**src/rtl/comparator_defs_pkg.sv**
```systemverilog
// rtl/comparator_defs_pkg.sv - shared FSM encodings and result-vector indices
package comparator_defs;

   // Two-state controller: gather bit pairs, then hold the verdict
   typedef enum logic {
      COLLECT = 1'b0,
      RESULT  = 1'b1
   } state_t;

   // Positions of the three verdict flags inside the result vector
   localparam int GT    = 0;
   localparam int LT    = 1;
   localparam int EQ    = 2;
   localparam int RES_W = 3;

endpackage

```
**src/rtl/comparator_bit_slice.sv**
```systemverilog
// rtl/comparator_bit_slice.sv - one step of the MSB-first "first difference decides" compare
module comparator_bit_slice (
   input  logic gt_in,
   input  logic lt_in,
   input  logic a_bit,
   input  logic b_bit,
   output logic gt_out,
   output logic lt_out
);

   logic undecided;

   // Only the first differing bit pair may set a flag; after that the verdict is frozen
   assign undecided = ~gt_in & ~lt_in;
   assign gt_out    = gt_in | (undecided &  a_bit & ~b_bit);
   assign lt_out    = lt_in | (undecided & ~a_bit &  b_bit);

endmodule

```
**src/rtl/serial_magnitude_comparator.sv**
```systemverilog
// rtl/serial_magnitude_comparator.sv - bit-serial three-way magnitude comparator with valid/ready
module serial_magnitude_comparator
   import comparator_defs::*;
#(
   parameter  int WIDTH = 8,
   localparam int CNT_W = $clog2(WIDTH + 1)
) (
   input  logic             clk,
   input  logic             reset,
   input  logic             clear,
   input  logic             in_valid,
   output logic             in_ready,
   input  logic             a_bit,
   input  logic             b_bit,
   output logic             out_valid,
   input  logic             out_ready,
   output logic             A_greater_than_B,
   output logic             A_less_than_B,
   output logic             A_equal_B,
   output logic [CNT_W-1:0] bit_count
);

   state_t             state;
   state_t             next_state;
   logic               gt_q;
   logic               lt_q;
   logic               gt_next;
   logic               lt_next;
   logic [CNT_W-1:0]   count_q;
   logic [RES_W-1:0]   result_q;
   logic [RES_W-1:0]   result_d;
   logic               accept;
   logic               last_bit;
   logic               release_result;

   comparator_bit_slice u_slice (
      .gt_in  (gt_q),
      .lt_in  (lt_q),
      .a_bit  (a_bit),
      .b_bit  (b_bit),
      .gt_out (gt_next),
      .lt_out (lt_next)
   );

   // Verdict as it will stand once the current bit pair is folded in
   always_comb begin
      result_d     = '0;
      result_d[GT] = gt_next;
      result_d[LT] = lt_next;
      result_d[EQ] = ~gt_next & ~lt_next;
   end

   // Next-state and handshake decode; clear always returns to collection
   always_comb begin
      next_state     = state;
      in_ready       = 1'b0;
      out_valid      = 1'b0;
      accept         = 1'b0;
      last_bit       = 1'b0;
      release_result = 1'b0;
      case (state)
         COLLECT: begin
            in_ready = 1'b1;
            accept   = in_valid;
            last_bit = in_valid && (count_q == CNT_W'(WIDTH - 1));
            if (last_bit) begin
               next_state = RESULT;
            end
         end
         RESULT: begin
            out_valid      = 1'b1;
            release_result = out_ready;
            if (out_ready) begin
               next_state = COLLECT;
            end
         end
         default: next_state = COLLECT;
      endcase
      if (clear) begin
         next_state = COLLECT;
      end
   end

   // State register; reset outranks everything
   always_ff @(posedge clk) begin
      if (reset) begin
         state <= COLLECT;
      end else begin
         state <= next_state;
      end
   end

   // Counter, sticky flags and verdict; clear discards any partial operand
   always_ff @(posedge clk) begin
      if (reset || clear) begin
         count_q  <= '0;
         gt_q     <= 1'b0;
         lt_q     <= 1'b0;
         result_q <= '0;
      end else if (accept) begin
         count_q <= count_q + CNT_W'(1);
         gt_q    <= gt_next;
         lt_q    <= lt_next;
         if (last_bit) begin
            result_q <= result_d;
         end
      end else if (release_result) begin
         count_q  <= '0;
         gt_q     <= 1'b0;
         lt_q     <= 1'b0;
         result_q <= '0;
      end
   end

   assign A_greater_than_B = result_q[GT];
   assign A_less_than_B    = result_q[LT];
   assign A_equal_B        = result_q[EQ];
   assign bit_count        = count_q;

endmodule

```
**config.mk**
```make
export PLATFORM = sky130hd
export DESIGN_NAME = serial_magnitude_comparator
export DESIGN_NICKNAME = d
export VERILOG_FILES = /design/src/rtl/comparator_defs_pkg.sv /design/src/rtl/comparator_bit_slice.sv /design/src/rtl/serial_magnitude_comparator.sv
export SDC_FILE = /design/constraint.sdc
export NUM_CORES = 1
export LEC_CHECK = 0
export CORE_AREA = 4 4 41 43
export CTS_CLUSTER_SIZE = 12
export DETAILED_ROUTE_END_ITERATION = 10
export DIE_AREA = 0 0 45 47
export PLACE_DENSITY_LB_ADDON = 0.1
export SKIP_LAST_GASP = 1
export SLEW_MARGIN = 25
export SYNTH_ARGS = -nofsm -noshare
export SYNTH_HDL_FRONTEND = slang
export SYNTH_SLANG_ARGS = --single-unit
```
**constraint.sdc**
```tcl
create_clock -name clk -period 1.7 [get_ports clk]
set_input_delay 0.34 -clock clk [delete_from_list [all_inputs] [get_ports clk]]
set_output_delay 0.34 -clock clk [all_outputs]
set_load 0.01 [all_outputs]
```
# [Word level (Yosys, flattened, before mapping)]
# Index checks and enable logic that the tools add are counted.
[op_classes] n_addsub=1 eq_ne=2 muxes=16 bitwise_logic=15 n_reduce_logical=5
[op_table] operator="$mux W1" count=10
[op_table] operator="$mux W3" count=3
[op_table] operator="$mux W4" count=2
[op_table] operator="$not A1 Y1" count=7
[op_table] operator="$and A1 B1 Y1" count=6
[op_table] operator="$add A4 B1 Y4 const B" count=1
[op_table] operator="$eq A4 B3 Y1 const B" count=1
[op_table] operator="$ne A2 B1 Y1 const B" count=1
[op_table] operator="$or A1 B1 Y1" count=2
[op_table] operator="$pmux W1 S2" count=1
[op_table] operator="$reduce_and A2 Y1" count=1
[op_table] operator="$reduce_bool A2 Y1" count=1
[op_table] operator="$reduce_or A2 Y1" count=1
[op_table] operator="$logic_and A1 B1 Y1" count=1
[op_table] operator="$logic_or A1 B1 Y1" count=1
[totals] reg_bits=10 inputBits=7 output_inout_bits=9 wordCells=44

# [Depth between registers and ports, before layout]
[logic_depth] ltp_word=9 depth_mapped=4 mapped_depth_nobuf=4

# [Modules after synthesis]
# Synthesis repeated with hierarchy kept, for this count alone.
[hier_totals] hier_cells=54 area_unflattened_um2=504.2
[by_module_without_submodules] module="serial_magnitude_comparator" instances=1 cells_per_inst=50 area_per_inst_um2=479.2 seq_area_each_um2=200.2
[by_module_without_submodules] module="comparator_bit_slice" instances=1 cells_per_inst=4 area_per_inst_um2=25.0 seq_area_each_um2=0.0

# [Worst setup path before layout]
# Ideal clock, no wire load.
[synth_path] kind="register to register" start="register count_q[0] (netlist: bit_count[0])" end="register result_q[0]" setup_time_ns=0.122 arrival_ns=1.037 t_required_ns=1.578 slack_ns=0.541 stages_incl_launch_ff=5 n_path_buf=0 synth_period_minus_slack_ns=1.159 cell_sequence="dfxtp_1 -> ha_1 -> nand3b_1 -> o211ai_1 -> a21oi_1"
[synth_between] elab_chain_cells=5
[synth_rtl] item="start: declaration" line="serial_magnitude_comparator.sv:29" text="logic [CNT_W-1:0] count_q;"
[synth_rtl] item="start signal: assignment" line="serial_magnitude_comparator.sv:101" text="count_q <= count_q + CNT_W'(1);"
[synth_rtl] item="$eq A4 B3 Y1" line="serial_magnitude_comparator.sv:65" text="last_bit = in_valid && (count_q == CNT_W'(WIDTH - 1));"
[synth_rtl] item="$logic_and A1 B1 Y1" line="serial_magnitude_comparator.sv:65"
[synth_rtl] item="$mux W1" line="serial_magnitude_comparator.sv:61" text="case (state)"
[synth_rtl] item="$ne A2 B1 Y1 (no source line)"
[synth_rtl] item="$reduce_and A2 Y1 (no source line)"
[synth_rtl] item="end signal: assignment" line="serial_magnitude_comparator.sv:105" text="result_q <= result_d;"
[synth_rtl] item="end: declaration" line="serial_magnitude_comparator.sv:30" text="logic [RES_W-1:0] result_q;"
# No other way between the ends.
# A chain may end at the register's enable or synchronous reset.

# [Final worst setup path]
[layout_path] start="register state" end="output in_ready"
[layout_between] elab_chain_cells=1
[layout_rtl] item="start: declaration" line="serial_magnitude_comparator.sv:23" text="state_t state;"
[layout_rtl] item="start signal: assignment" line="serial_magnitude_comparator.sv:89" text="state <= next_state;"
[layout_rtl] item="$mux W1" line="serial_magnitude_comparator.sv:61"
[layout_rtl] item="end: declaration" line="serial_magnitude_comparator.sv:12" text="output logic in_ready,"
# No other way between the ends.

==> results.json <==
{
  "synth-warning-count": 0,
  "arrival_ps": 1240,
  "fill_cells": 142,
  "synth-main-ff-cell": "dfxtp_1",
  "grt_pass1_vias": 381,
  "dieArea_um2": 2120,
  "crit_type": "reg2out",
  "finalCritPeriodShare_pct": 92.9,
  "grt_pass1_wl_mm": 1.68,
  "die_h_um": 47,
  "cts.reportedPaths.clkPinSlew_ps": 60,
  "setup_violations": 0,
  "fp.coreArea_um2": 1300,
  "power_leakage_nw": 0.215,
  "n_antenna_cell": 0,
  "antenna_found_initial": 0,
  "tritoncts": "yes",
  "ant_nets": 0,
  "hold_path_class": "reg2reg",
  "ys_ff_latch": 10,
  "design_area_um2": 671,
  "crit_fanout": 10,
  "final-hold-violation-count": 0,
  "cpPeakStageDelay_ps": 540,
  "first_pass_iters": 4,
  "cp-end-kind": "output pin",
  "peakVddDrop_uv": 374,
  "ios": 16,
  "finalCriticalPeriod_ps": 1580,
  "place_hpwl_um": 780,
  "clock_skew_ps": 0.550,
  "critPathTopFamily": "buffers and inverters",
  "die_w_um": 45,
  "synth_area_um2": 483,
  "syn_avg_cell_area_um2": 8.47,
  "synthArstFlopShare_pct": 0,
  "p_per_area_nw_per_um2": 658,
  "netlist.area_leader.share_pct": 41.5,
  "clock_latency_ps": 260,
  "cts_max_path_buffers": 2,
  "port-buffer-count": 15,
  "placed_area_um2": 647,
  "relSlewSlack_pct": 83.0,
  "rsz0062_at_grt": "false",
  "outcome": "complete, no violations",
  "synth_edf_count": 0,
  "slew_viol_final": 0,
  "critPathBufInv": 2,
  "htreeDepth": 1,
  "startpoint": "state",
  "r2r-start": "bit_count[0]",
  "rows": 13,
  "cp-start-kind": "register",
  "syn_nets": 65,
  "fin_cells": 89,
  "tns_ps": 0,
  "vias": 479,
  "synthTopCellsByArea": "dfxtp_1 41%, a21oi_1 9.3%, o211ai_1 7.8%",
  "via_per_inst": 5.38,
  "holdCritStartpoint": "result_q[2]",
  "clkSinkCount": 10,
  "cap_violations": 0,
  "drive_gt1_share_pct": 9.46,
  "synth.distinct_cells": 24,
  "start_util_pct": 37.1,
  "grt_use_total_pct": 11.2,
  "dr.first_iter.drc_count": 6,
  "nets": 84,
  "fmax_mhz": 633,
  "crit_slowest_cell": "clkdlybuf4s50_1",
  "wl_per_cell_um": 11.8,
  "place_inst": 86,
  "ys_seq_area_share_pct": 41.5,
  "cts_buffers": 3,
  "drcViolationCount": 0,
  "globalplace.congestion": 0.712,
  "synth_top_cell_by_area": "dfxtp_1",
  "cts_root_buf": "clkbuf_4",
  "cp.required_ps": 1360,
  "overflow": 0,
  "crit_chain": "inv_1, clkdlybuf4s50_1",
  "synthCells": 57,
  "cts_setup_buffers": 0,
  "area_delta_synth_final_pct": 38.9,
  "wirelength_mm": 1.05,
  "worst_pin_slew_ps": 254,
  "grt_max_degree": 11
}
-- state kept, by name, summed over array words and instances, names as in the netlist --
name	count
gt_q	1
result_q	3
bit_count	4
state	1
lt_q	1
-- cells by family after synthesis --
kind of cell    count (synthesis)  synth area share [%]
compound gates                 19                  23.1
xor+xnor                        1                  1.81
fa+ha+maj                       1                  2.59
buf+inv                         2                  1.81
flops                          10                  41.5
simple gates                   24                  29.3
-- layout make-up --
cell class,instances,area [µm²],area share [%]
Multi-Input combinational cell,45,274,40.9
Sequential cell,10,201,30.0
Timing Repair Buffer,15,150,22.4
Clock buffer,3,22.5,3.36
Tap cell,15,18.8,2.80
Inverter,1,3.75,0.560
-- layer usage --
metal	wire, µm	share of wire, %	track usage (%)
met1	502	48	16.7
met2	455	43	13.6
met3	79	7.5	3.45
met4	10	0.95	7.02
met5	0	0	0
-- path summary, 6_finish.rpt --
| path | end | slack, ps | cells after the start |
|---|---|---|---|
| worst max register to register | result_q[1] | 440 | 4 |
| worst min-delay path | result_q[2] | 490 | 2 |
| worst min register to register | result_q[2] | 490 | 2 |
| worst max-delay path | in_ready | 120 | 2 |
-- synthesized netlist by cell type (3+ instances only) --
library cell,n
a21oi_1,9
dfxtp_1,10
nand2_1,5
nor2_1,5
nor3b_1,3
o211ai_1,5
o21ai_0,3
-- layout by cell type (no fill, tap or decap), drive strengths merged --
cell / synthesis / routed
nor3b: 3 / 3
nand4b: 1 / 1
ha: 1 / 1
clkbuf: 0 / 3
nor2: 5 / 5
clkdlybuf4s50: 0 / 15
dfxtp: 10 / 10
and4bb: 1 / 1
nand4: 1 / 1
nand3b: 1 / 1
or2b: 1 / 1
nand3: 1 / 1
o21ai: 3 / 3
or2: 1 / 1
or3: 1 / 1
nand2: 5 / 5
a21oi: 9 / 9
xnor2: 1 / 1
and2b: 2 / 2
a31oi: 1 / 1
inv: 1 / 1
o211ai: 5 / 5
nor3: 1 / 1
a211oi: 1 / 1
-- worst reg2reg max path, stage by stage, from the launching register on --
cell and delay (ps):
dfxtp_1 410, ha_1 280, nand3b_1 170, o211ai_1 190, a21oi_1 90
-- timing repair --
item / 4_1_cts / 5_1_grt
hold endpoints to repair: 0 / 0
resized for setup: 0 / 1
hold buffers: 0 / 0
setup endpoints to repair: 0 / 2
-- report_power, final --
part | internal [W] | total (W) | switching, W
clock | 0.0000817 | 0.000160 | 0.0000780
sequential | 0.000237 | 0.000241 | 0.00000347
combinational | 0.0000234 | 0.0000412 | 0.0000178
total | 0.000342 | 0.000441 | 0.0000993
-- metrics by stage --
stage	power (W)	hold slack [ps]	worst slack (ps)	utilization, %
after floorplan	0.000264	468	541	-
after global placement	0.000287	481	145	49.7
after detailed placement	0.000287	485	129	49.7
after CTS	0.000449	494	11.5	51.4
after global routing	0.000459	509	66.6	51.5
final	0.000441	490	121	51.5
No activity file was read; power rests on OpenSTA's default activity.
